===== src/rtl/connect_pkg.sv =====
// Shared definitions for the Connect-N engine.
//   state_t      : controller states
//   WIN_*        : encoding of the winner output
//   DIR_DR/DIR_DC: row/column step for the four scan directions
//                  d0 horizontal, d1 vertical, d2 rising diagonal, d3 falling diagonal
//   cell_index   : flat bitmap index of (row, col), row 0 = bottom
package connect_pkg;

    typedef enum logic [1:0] {
        IDLE    = 2'd0,
        CHECK   = 2'd1,
        RESOLVE = 2'd2,
        OVER    = 2'd3
    } state_t;

    localparam logic [1:0] WIN_NONE   = 2'b00;
    localparam logic [1:0] WIN_RED    = 2'b01;
    localparam logic [1:0] WIN_YELLOW = 2'b10;
    localparam logic [1:0] WIN_DRAW   = 2'b11;

    localparam int DIR_DR [4] = '{0, 1, 1,  1};
    localparam int DIR_DC [4] = '{1, 0, 1, -1};

    function automatic int cell_index(input int row, input int col, input int cols);
        return row * cols + col;
    endfunction

endpackage


===== src/rtl/connect_win_scan.sv =====
// Sequential win scan around the last placed piece.
// Walks four directions, one cell per cycle, offsets -(WIN_LEN-1)..+(WIN_LEN-1)
// along each, counting contiguous cells owned by the mover.
// Ports:
//   clk, reset : clock, synchronous active-low reset
//   abort      : drops any scan in progress (board clear)
//   start      : begins a new scan on the next cycle
//   row, col   : placed cell, held stable by the caller while the scan runs
//   mover      : bitmap of the player who just moved
//   done       : high in the final scan cycle (win found or all cells walked)
//   win        : qualifies done; a run of WIN_LEN was found
//   dir, k     : direction and offset at which the run completed
module connect_win_scan
    import connect_pkg::*;
#(
    parameter int ROWS    = 6,
    parameter int COLS    = 7,
    parameter int WIN_LEN = 4,
    parameter int RW      = $clog2(ROWS + 1),
    parameter int CLW     = $clog2(COLS),
    parameter int CW      = $clog2((ROWS > COLS) ? ROWS : COLS) + 2
)(
    input  logic                   clk,
    input  logic                   reset,
    input  logic                   abort,
    input  logic                   start,
    input  logic [RW-1:0]          row,
    input  logic [CLW-1:0]         col,
    input  logic [ROWS*COLS-1:0]   mover,
    output logic                   done,
    output logic                   win,
    output logic [1:0]             dir,
    output logic signed [CW-1:0]   k
);

    localparam int BW  = ROWS * COLS;
    localparam int RNW = $clog2(WIN_LEN + 1);
    localparam logic signed [CW-1:0] K_MIN   = CW'(1 - WIN_LEN);
    localparam logic signed [CW-1:0] K_MAX   = CW'(WIN_LEN - 1);
    localparam logic [RNW-1:0]       RUN_WIN = RNW'(WIN_LEN);
    localparam logic [BW-1:0]        ONE     = BW'(1);

    logic                 active;
    logic [1:0]           dir_q;
    logic signed [CW-1:0] k_q;
    logic [RNW-1:0]       run_q;
    logic [RNW-1:0]       run_next;
    logic                 hit;

    always_comb begin
        int r;
        int c;
        r   = int'(row) + int'(k_q) * DIR_DR[dir_q];
        c   = int'(col) + int'(k_q) * DIR_DC[dir_q];
        hit = 1'b0;
        // bounds are tested before the bitmap is touched
        if (r >= 0 && r < ROWS && c >= 0 && c < COLS)
            hit = |(mover & (ONE << cell_index(r, c, COLS)));
        run_next = hit ? run_q + 1'b1 : '0;
        win      = active && (run_next == RUN_WIN);
        done     = active && (win || (dir_q == 2'd3 && k_q == K_MAX));
    end

    // On completion dir_q/k_q are left where the run ended; they are the
    // latched result until the next start.
    always_ff @(posedge clk) begin
        if (!reset || abort) begin
            active <= 1'b0;
            dir_q  <= 2'd0;
            k_q    <= K_MIN;
            run_q  <= '0;
        end else if (start) begin
            active <= 1'b1;
            dir_q  <= 2'd0;
            k_q    <= K_MIN;
            run_q  <= '0;
        end else if (active) begin
            if (done) begin
                active <= 1'b0;
            end else if (k_q == K_MAX) begin
                dir_q <= dir_q + 2'd1;
                k_q   <= K_MIN;
                run_q <= '0;
            end else begin
                k_q   <= k_q + CW'(1);
                run_q <= run_next;
            end
        end
    end

    assign dir = dir_q;
    assign k   = k_q;

endmodule


===== src/rtl/connect_n_engine.sv =====
// Connect-N game engine: column drops with gravity, turn alternation,
// sequential win scan, win/draw resolution and winning-run mask.
//
// state   | meaning
// IDLE    | waiting for a column request
// CHECK   | win scan around the piece just placed
// RESOLVE | one cycle: declare win/draw or pass the turn
// OVER    | game finished, requests ignored until new_game/reset
//
// Ports:
//   clk, reset        : clock, synchronous active-low reset
//   col_sel           : requested column
//   place_req         : request level, rising edge = one request
//   new_game          : synchronous board clear
//   red_player        : red occupancy, bit row*COLS+col
//   yellow_player     : yellow occupancy, same indexing
//   turn_red          : red to move
//   valid_move        : one-cycle pulse, piece placed
//   invalid_move      : one-cycle pulse, request rejected
//   busy              : CHECK or RESOLVE
//   game_over         : OVER
//   winner            : 00 none, 01 red, 10 yellow, 11 draw
//   win_mask          : cells of the winning run
module connect_n_engine
    import connect_pkg::*;
#(
    parameter int ROWS      = 6,
    parameter int COLS      = 7,
    parameter int WIN_LEN   = 4,
    parameter int FIRST_RED = 1
)(
    input  logic                      clk,
    input  logic                      reset,
    input  logic [$clog2(COLS)-1:0]   col_sel,
    input  logic                      place_req,
    input  logic                      new_game,
    output logic [ROWS*COLS-1:0]      red_player,
    output logic [ROWS*COLS-1:0]      yellow_player,
    output logic                      turn_red,
    output logic                      valid_move,
    output logic                      invalid_move,
    output logic                      busy,
    output logic                      game_over,
    output logic [1:0]                winner,
    output logic [ROWS*COLS-1:0]      win_mask
);

    localparam int BW  = ROWS * COLS;
    localparam int RW  = $clog2(ROWS + 1);
    localparam int CLW = $clog2(COLS);
    localparam int CW  = $clog2((ROWS > COLS) ? ROWS : COLS) + 2;
    localparam int PW  = $clog2(BW + 1);
    localparam logic [RW-1:0] FULL_COL   = RW'(ROWS);
    localparam logic [PW-1:0] FULL_BOARD = PW'(BW);
    localparam logic [BW-1:0] ONE        = BW'(1);

    state_t               state;
    logic                 req_q;
    logic [RW-1:0]        height [COLS];
    logic [PW-1:0]        piece_count;
    logic [RW-1:0]        place_row;
    logic [CLW-1:0]       place_col;
    logic                 win_q;

    logic                 req_edge;
    logic                 col_ok;
    logic [RW-1:0]        sel_height;
    logic                 accept;
    logic                 reject;
    logic [BW-1:0]        new_bit;
    logic [BW-1:0]        mask_dec;

    logic                 scan_done;
    logic                 scan_win;
    logic [1:0]           scan_dir;
    logic signed [CW-1:0] scan_k;

    always_comb begin
        req_edge   = place_req & ~req_q;
        col_ok     = int'(col_sel) < COLS;
        sel_height = col_ok ? height[col_sel] : '0;
        accept     = (state == IDLE) && req_edge && col_ok && (sel_height != FULL_COL);
        reject     = (state == IDLE) && req_edge && !(col_ok && (sel_height != FULL_COL));
        new_bit    = ONE << cell_index(int'(sel_height), int'(col_sel), COLS);
    end

    // Winning run occupies offsets k-WIN_LEN+1 .. k along the latched direction.
    always_comb begin
        int off;
        int r;
        int c;
        mask_dec = '0;
        off      = 0;
        r        = 0;
        c        = 0;
        for (int i = 0; i < WIN_LEN; i++) begin
            off = int'(scan_k) - (WIN_LEN - 1) + i;
            r   = int'(place_row) + off * DIR_DR[scan_dir];
            c   = int'(place_col) + off * DIR_DC[scan_dir];
            if (r >= 0 && r < ROWS && c >= 0 && c < COLS)
                mask_dec = mask_dec | (ONE << cell_index(r, c, COLS));
        end
    end

    connect_win_scan #(
        .ROWS    (ROWS),
        .COLS    (COLS),
        .WIN_LEN (WIN_LEN),
        .RW      (RW),
        .CLW     (CLW),
        .CW      (CW)
    ) u_scan (
        .clk   (clk),
        .reset (reset),
        .abort (new_game),
        .start (accept),
        .row   (place_row),
        .col   (place_col),
        .mover (turn_red ? red_player : yellow_player),
        .done  (scan_done),
        .win   (scan_win),
        .dir   (scan_dir),
        .k     (scan_k)
    );

    always_ff @(posedge clk) begin
        // new_game still tracks the request level so a held button
        // does not fire again once the clear is released
        if (!reset)
            req_q <= 1'b0;
        else
            req_q <= place_req;

        if (!reset || new_game) begin
            state         <= IDLE;
            red_player    <= '0;
            yellow_player <= '0;
            for (int i = 0; i < COLS; i++)
                height[i] <= '0;
            piece_count   <= '0;
            place_row     <= '0;
            place_col     <= '0;
            win_q         <= 1'b0;
            turn_red      <= (FIRST_RED != 0);
            valid_move    <= 1'b0;
            invalid_move  <= 1'b0;
            winner        <= WIN_NONE;
            win_mask      <= '0;
        end else begin
            valid_move   <= 1'b0;
            invalid_move <= 1'b0;
            case (state)
                IDLE: begin
                    if (accept) begin
                        if (turn_red)
                            red_player <= red_player | new_bit;
                        else
                            yellow_player <= yellow_player | new_bit;
                        height[col_sel] <= sel_height + 1'b1;
                        piece_count     <= piece_count + 1'b1;
                        place_row       <= sel_height;
                        place_col       <= col_sel;
                        win_q           <= 1'b0;
                        valid_move      <= 1'b1;
                        state           <= CHECK;
                    end else if (reject) begin
                        invalid_move <= 1'b1;
                    end
                end
                CHECK: begin
                    if (scan_done) begin
                        win_q <= scan_win;
                        state <= RESOLVE;
                    end
                end
                RESOLVE: begin
                    if (win_q) begin
                        winner   <= turn_red ? WIN_RED : WIN_YELLOW;
                        win_mask <= mask_dec;
                        state    <= OVER;
                    end else if (piece_count == FULL_BOARD) begin
                        winner <= WIN_DRAW;
                        state  <= OVER;
                    end else begin
                        turn_red <= ~turn_red;
                        state    <= IDLE;
                    end
                end
                OVER: begin
                end
                default: state <= IDLE;
            endcase
        end
    end

    assign busy      = (state == CHECK) || (state == RESOLVE);
    assign game_over = (state == OVER);

endmodule


===== config.mk =====
export PLATFORM = sky130hd
export DESIGN_NAME = connect_n_engine
export DESIGN_NICKNAME = d
export VERILOG_FILES = /design/src/rtl/connect_pkg.sv /design/src/rtl/connect_win_scan.sv /design/src/rtl/connect_n_engine.sv
export SDC_FILE = /design/constraint.sdc
export NUM_CORES = 1
export LEC_CHECK = 0
export CELL_PAD_IN_SITES_DETAIL_PLACEMENT = 0
export CELL_PAD_IN_SITES_GLOBAL_PLACEMENT = 1
export CORE_MARGIN = 1.5
export CORE_UTILIZATION = 35
export DETAILED_ROUTE_END_ITERATION = 10
export GPL_ROUTABILITY_DRIVEN = 1
export PLACE_DENSITY_LB_ADDON = 0.1
export SKIP_CTS_REPAIR_TIMING = 1
export SLEW_MARGIN = 10
export SYNTH_ARGS = -nofsm -noshare
export SYNTH_HDL_FRONTEND = slang
export SYNTH_SLANG_ARGS = --single-unit

===== constraint.sdc =====
create_clock -name clk -period 9.52 [get_ports clk]
set_input_delay 1.904 -clock clk [delete_from_list [all_inputs] [get_ports clk]]
set_output_delay 1.904 -clock clk [all_outputs]
set_load 0.01 [all_outputs]

==> qor.txt <==
========================================================================================================
Nets                                                                                               6,344
Number of DRC violations after detailed-routing iteration 0                                        2,216
Area growth from synthesis to layout                                                              21.09%
Row Count                                                                                            122
Drt drc                                                                                                0
Area used by multi-input combinational logic                                                  32,550 µm²
Critical Path RT                                                                                 9960 ps
Clock sink count                                                                                     180
Half-perimeter wire length after placement                                                    113,200 µm
Number of buffer cells added on primary ports                                                        139
Fraction of power consumed by combinational cells                                                  0.434
Effective utilization at floorplan                                                                0.3541
Critical setup path kind                                                                    register to register
Crit path max fanout                                                                                   6
Placed insts                                                                                       6,740
Worst Reg2Reg Path Length in Cells                                                                    39
Synthesized instance count                                                                         4,829
Launch point of the critical path                                                            u_scan.k[0]
Most area-consuming cells after synthesis                                                   sky130_fd_sc_hd__fa_1, sky130_fd_sc_hd__ha_1, sky130_fd_sc_hd__inv_1
Reg2Reg Launch Point                                                                         u_scan.k[0]
Commonest cells post-synth                                                                  sky130_fd_sc_hd__inv_1, sky130_fd_sc_hd__ha_1, sky130_fd_sc_hd__fa_1
Post-synth top flop                                                                         sky130_fd_sc_hd__dfxtp_1
Synthesized net count                                                                              5,868
Flop pwr share                                                                                     0.287
Area share of the largest cell type after synthesis                                               0.2096
Maximum number of pins on one net before global-route repair                                          95
Most frequent CP cell                                                                       sky130_fd_sc_hd__fa_1
Minimum clock period                                                                             9446 ps
CP arrival                                                                                       9880 ps
Max-cap violations                                                                                     1
Part of the cycle the worst path needs                                                            0.9922
Post-synthesis average cell area                                                               8.149 µm²
Worst Hold Slack                                                                                487.3 ps
Power density cells                                                                         56.87 nW/µm²
Longest Clk Path Bufs                                                                                  2
CP Capture Type                                                                                 register
Root Buffer Master                                                                          sky130_fd_sc_hd__clkbuf_16
Area of all placed cells without fillers                                                      47,650 µm²
Asr flop ratio synth                                                                                   0
Number of warning messages in the yosys log                                                            0
Violated checks                                                                             capacitance limit, slew limit
Setup crit start kind                                                                           register
Max H-tree Level                                                                                       4
Flops & latches, synth                                                                               180
Library cell occupying the most area in the post-synthesis netlist                          sky130_fd_sc_hd__fa_1
Vias per inst                                                                                      5.174
Worst Tran Pin Value                                                                             1569 ps
Routed wire length                                                                            134,700 µm
Post-CTS clock slew at the launch and capture registers of the worst setup and hold paths          90 ps
Clock skew after layout                                                                         22.88 ps
Most frequent cell after synthesis                                                          sky130_fd_sc_hd__inv_1
Total via count in the routed design                                                              35.22k
TritonCTS clock tree                                                                                done
Worst slew margin                                                                               -0.05346
Fraction of final layout cells sized beyond drive strength 1                                      0.1444
Slowest cell on the critical path                                                           sky130_fd_sc_hd__fa_1
Initial antenna violation count                                                                        3
Drt pass-1 iters                                                                                       7
Number of stages on the worst hold path                                                                2
Chip Width                                                                                      338.3 µm
Hold Startpoint                                                                             u_scan.run_q[0]
Final RePlAce weighted congestion                                                                 0.8802
Total global routing overflow                                                                          0
Number of filler cells placed in the layout                                                       11.44k
Unrepaired setup endpoints after global routing                                                      yes
Final Power                                                                                     2.710 mW
Global routing usage summed across all routing layers                                             0.2325
Num CTS Buffers                                                                                       17
Setup Viol. Count Final                                                                                0
Die footprint                                                                                114,500 µm²
Unique masters post-synth                                                                            103
Mapped Area                                                                                   39,350 µm²
Final Hold Violating Endpoints                                                                         0
Number of global-route vias before repair                                                         35.15k
Slew Limit Fails                                                                                       8
Run status                                                                                  complete, but fails checks
Final standard cell count with taps included and fillers excluded                                  6,807
Largest vdd supply drop                                                                      0.0001615 V
Total area of sequential cells                                                                  3801 µm²
Internal power                                                                                  1.598 mW
F_max                                                                                          105.9 MHz
Switching share of power                                                                          0.4102
Skew-Pair Late Insertion Delay                                                                    510 ps
I/O pin total                                                                                        140
Area of placed instances                                                                      45,470 µm²
Sequential element share of the synthesized area                                                 0.09641
EDFF count, synth                                                                                     19
Wire length of the first global-routing pass                                                  209,600 µm
Wire length per cell after detailed routing                                                     19.79 µm
Path type of the worst min-delay path                                                       register to register
Area of the core                                                                             111,100 µm²
Slowest cell delay on critical path                                                               550 ps
Leakage component of the power                                                                  23.08 nW
P_sw                                                                                            1.112 mW
Clock network power share                                                                          0.279
Antenna viol nets, final                                                                               0
Die Ht                                                                                          338.3 µm
========================================================================================================
-- worst max-delay path: cells and delay by family, from the launching register on --
family                     cells  cell delay (ps)
and+or+nand+nor                7             1810
adders and majority gates      9             3840
buffers and inverters         11             1230
DFF                            1              370
xor gates and xnor gates       1              130
AOI/OAI and AO/OA             11             2010
-- layout make-up --
class	count	share of cell area
clock buffer	17	0.008928
clock inverter	15	0.003230
tap	1488	0.03907
multi-input combinational	3506	0.6832
sequential	180	0.07977
timing repair buffer	597	0.1066
inverter	1003	0.07914
antenna	1	0.00005252
-- state kept, by name, indices dropped and copies added (netlist names), 5 cells and up --
name,flops
height,22
piece_count,6
red_player,42
u_scan.k,5
win_mask,42
yellow_player,42
-- cells by family (layout without fill, tap and decap cells) --
logic type / Yosys count / count (layout) / share of synthesized area
simple gates: 1180 / 1180 / 0.1516
buf+inv: 1143 / 1632 / 0.1093
compound gates: 1060 / 1060 / 0.1752
fa+ha+maj: 1032 / 1032 / 0.4067
flops: 180 / 180 / 0.09641
xor+xnor: 171 / 171 / 0.03860
mux: 62 / 62 / 0.02200
other cells: 1 / 2 / 0.00009530
-- stage by stage --
| step | TNS (ps) | setup WS [ps] | utilization |
|---|---|---|---|
| floorplan | 0 | 11.27 | - |
| global placement | -17200 | -561.8 | 0.4092 |
| detailed placement | -19370 | -644.7 | 0.4092 |
| CTS | -22350 | -732.0 | 0.4144 |
| global route | -11440 | -372.2 | 0.4288 |
| finish | 0 | 73.97 | 0.4288 |
-- power groups by stage --
stage	registers (mW)	logic (mW)	clock network (mW)
final	0.779	1.17	0.756
after CTS	0.779	1.08	0.776
after global placement	0.796	1.08	0
after floorplan	0.795	0.680	0
after detailed placement	0.797	1.07	0
after global routing	0.780	1.28	0.795
-- per-layer routing --
metal / part of all wire / vias to the layer above / GRT usage
met1: 0.50 / 17070 / 0.3471
li1: - / 17250 / -
met4: 0.017 / 0 / 0.03849
met5: 0 / - / 0
met2: 0.43 / 802 / 0.3575
met3: 0.051 / 102 / 0.03308
-- worst paths after layout --
check                                  endpoint  slack, ps
worst max-delay path               win_mask[34]         70
worst max register to register     win_mask[34]         70
worst min-delay path            u_scan.run_q[0]        490
worst min register to register  u_scan.run_q[0]        490
-- cell usage in the layout, fill, tap and decap left out, types with 34 or more instances in the layout --
cell type	n
sky130_fd_sc_hd__mux2i_1	37
sky130_fd_sc_hd__o21a_1	38
sky130_fd_sc_hd__a21oi_1	297
sky130_fd_sc_hd__nor2b_1	34
sky130_fd_sc_hd__clkdlybuf4s50_1	139
sky130_fd_sc_hd__nand2_1	233
sky130_fd_sc_hd__fa_1	405
sky130_fd_sc_hd__ha_1	591
sky130_fd_sc_hd__xnor2_1	102
sky130_fd_sc_hd__o21ai_0	201
sky130_fd_sc_hd__nand3_1	93
sky130_fd_sc_hd__and3_1	34
sky130_fd_sc_hd__inv_1	984
sky130_fd_sc_hd__dfxtp_1	157
sky130_fd_sc_hd__a211oi_1	39
sky130_fd_sc_hd__a221oi_1	41
sky130_fd_sc_hd__a31oi_1	39
sky130_fd_sc_hd__nand2b_1	56
sky130_fd_sc_hd__xor2_1	56
sky130_fd_sc_hd__nor3_1	82
sky130_fd_sc_hd__nand4_1	60
sky130_fd_sc_hd__buf_4	425
sky130_fd_sc_hd__a21o_1	81
sky130_fd_sc_hd__nor2_1	339
(Power assumes the default switching activity.)
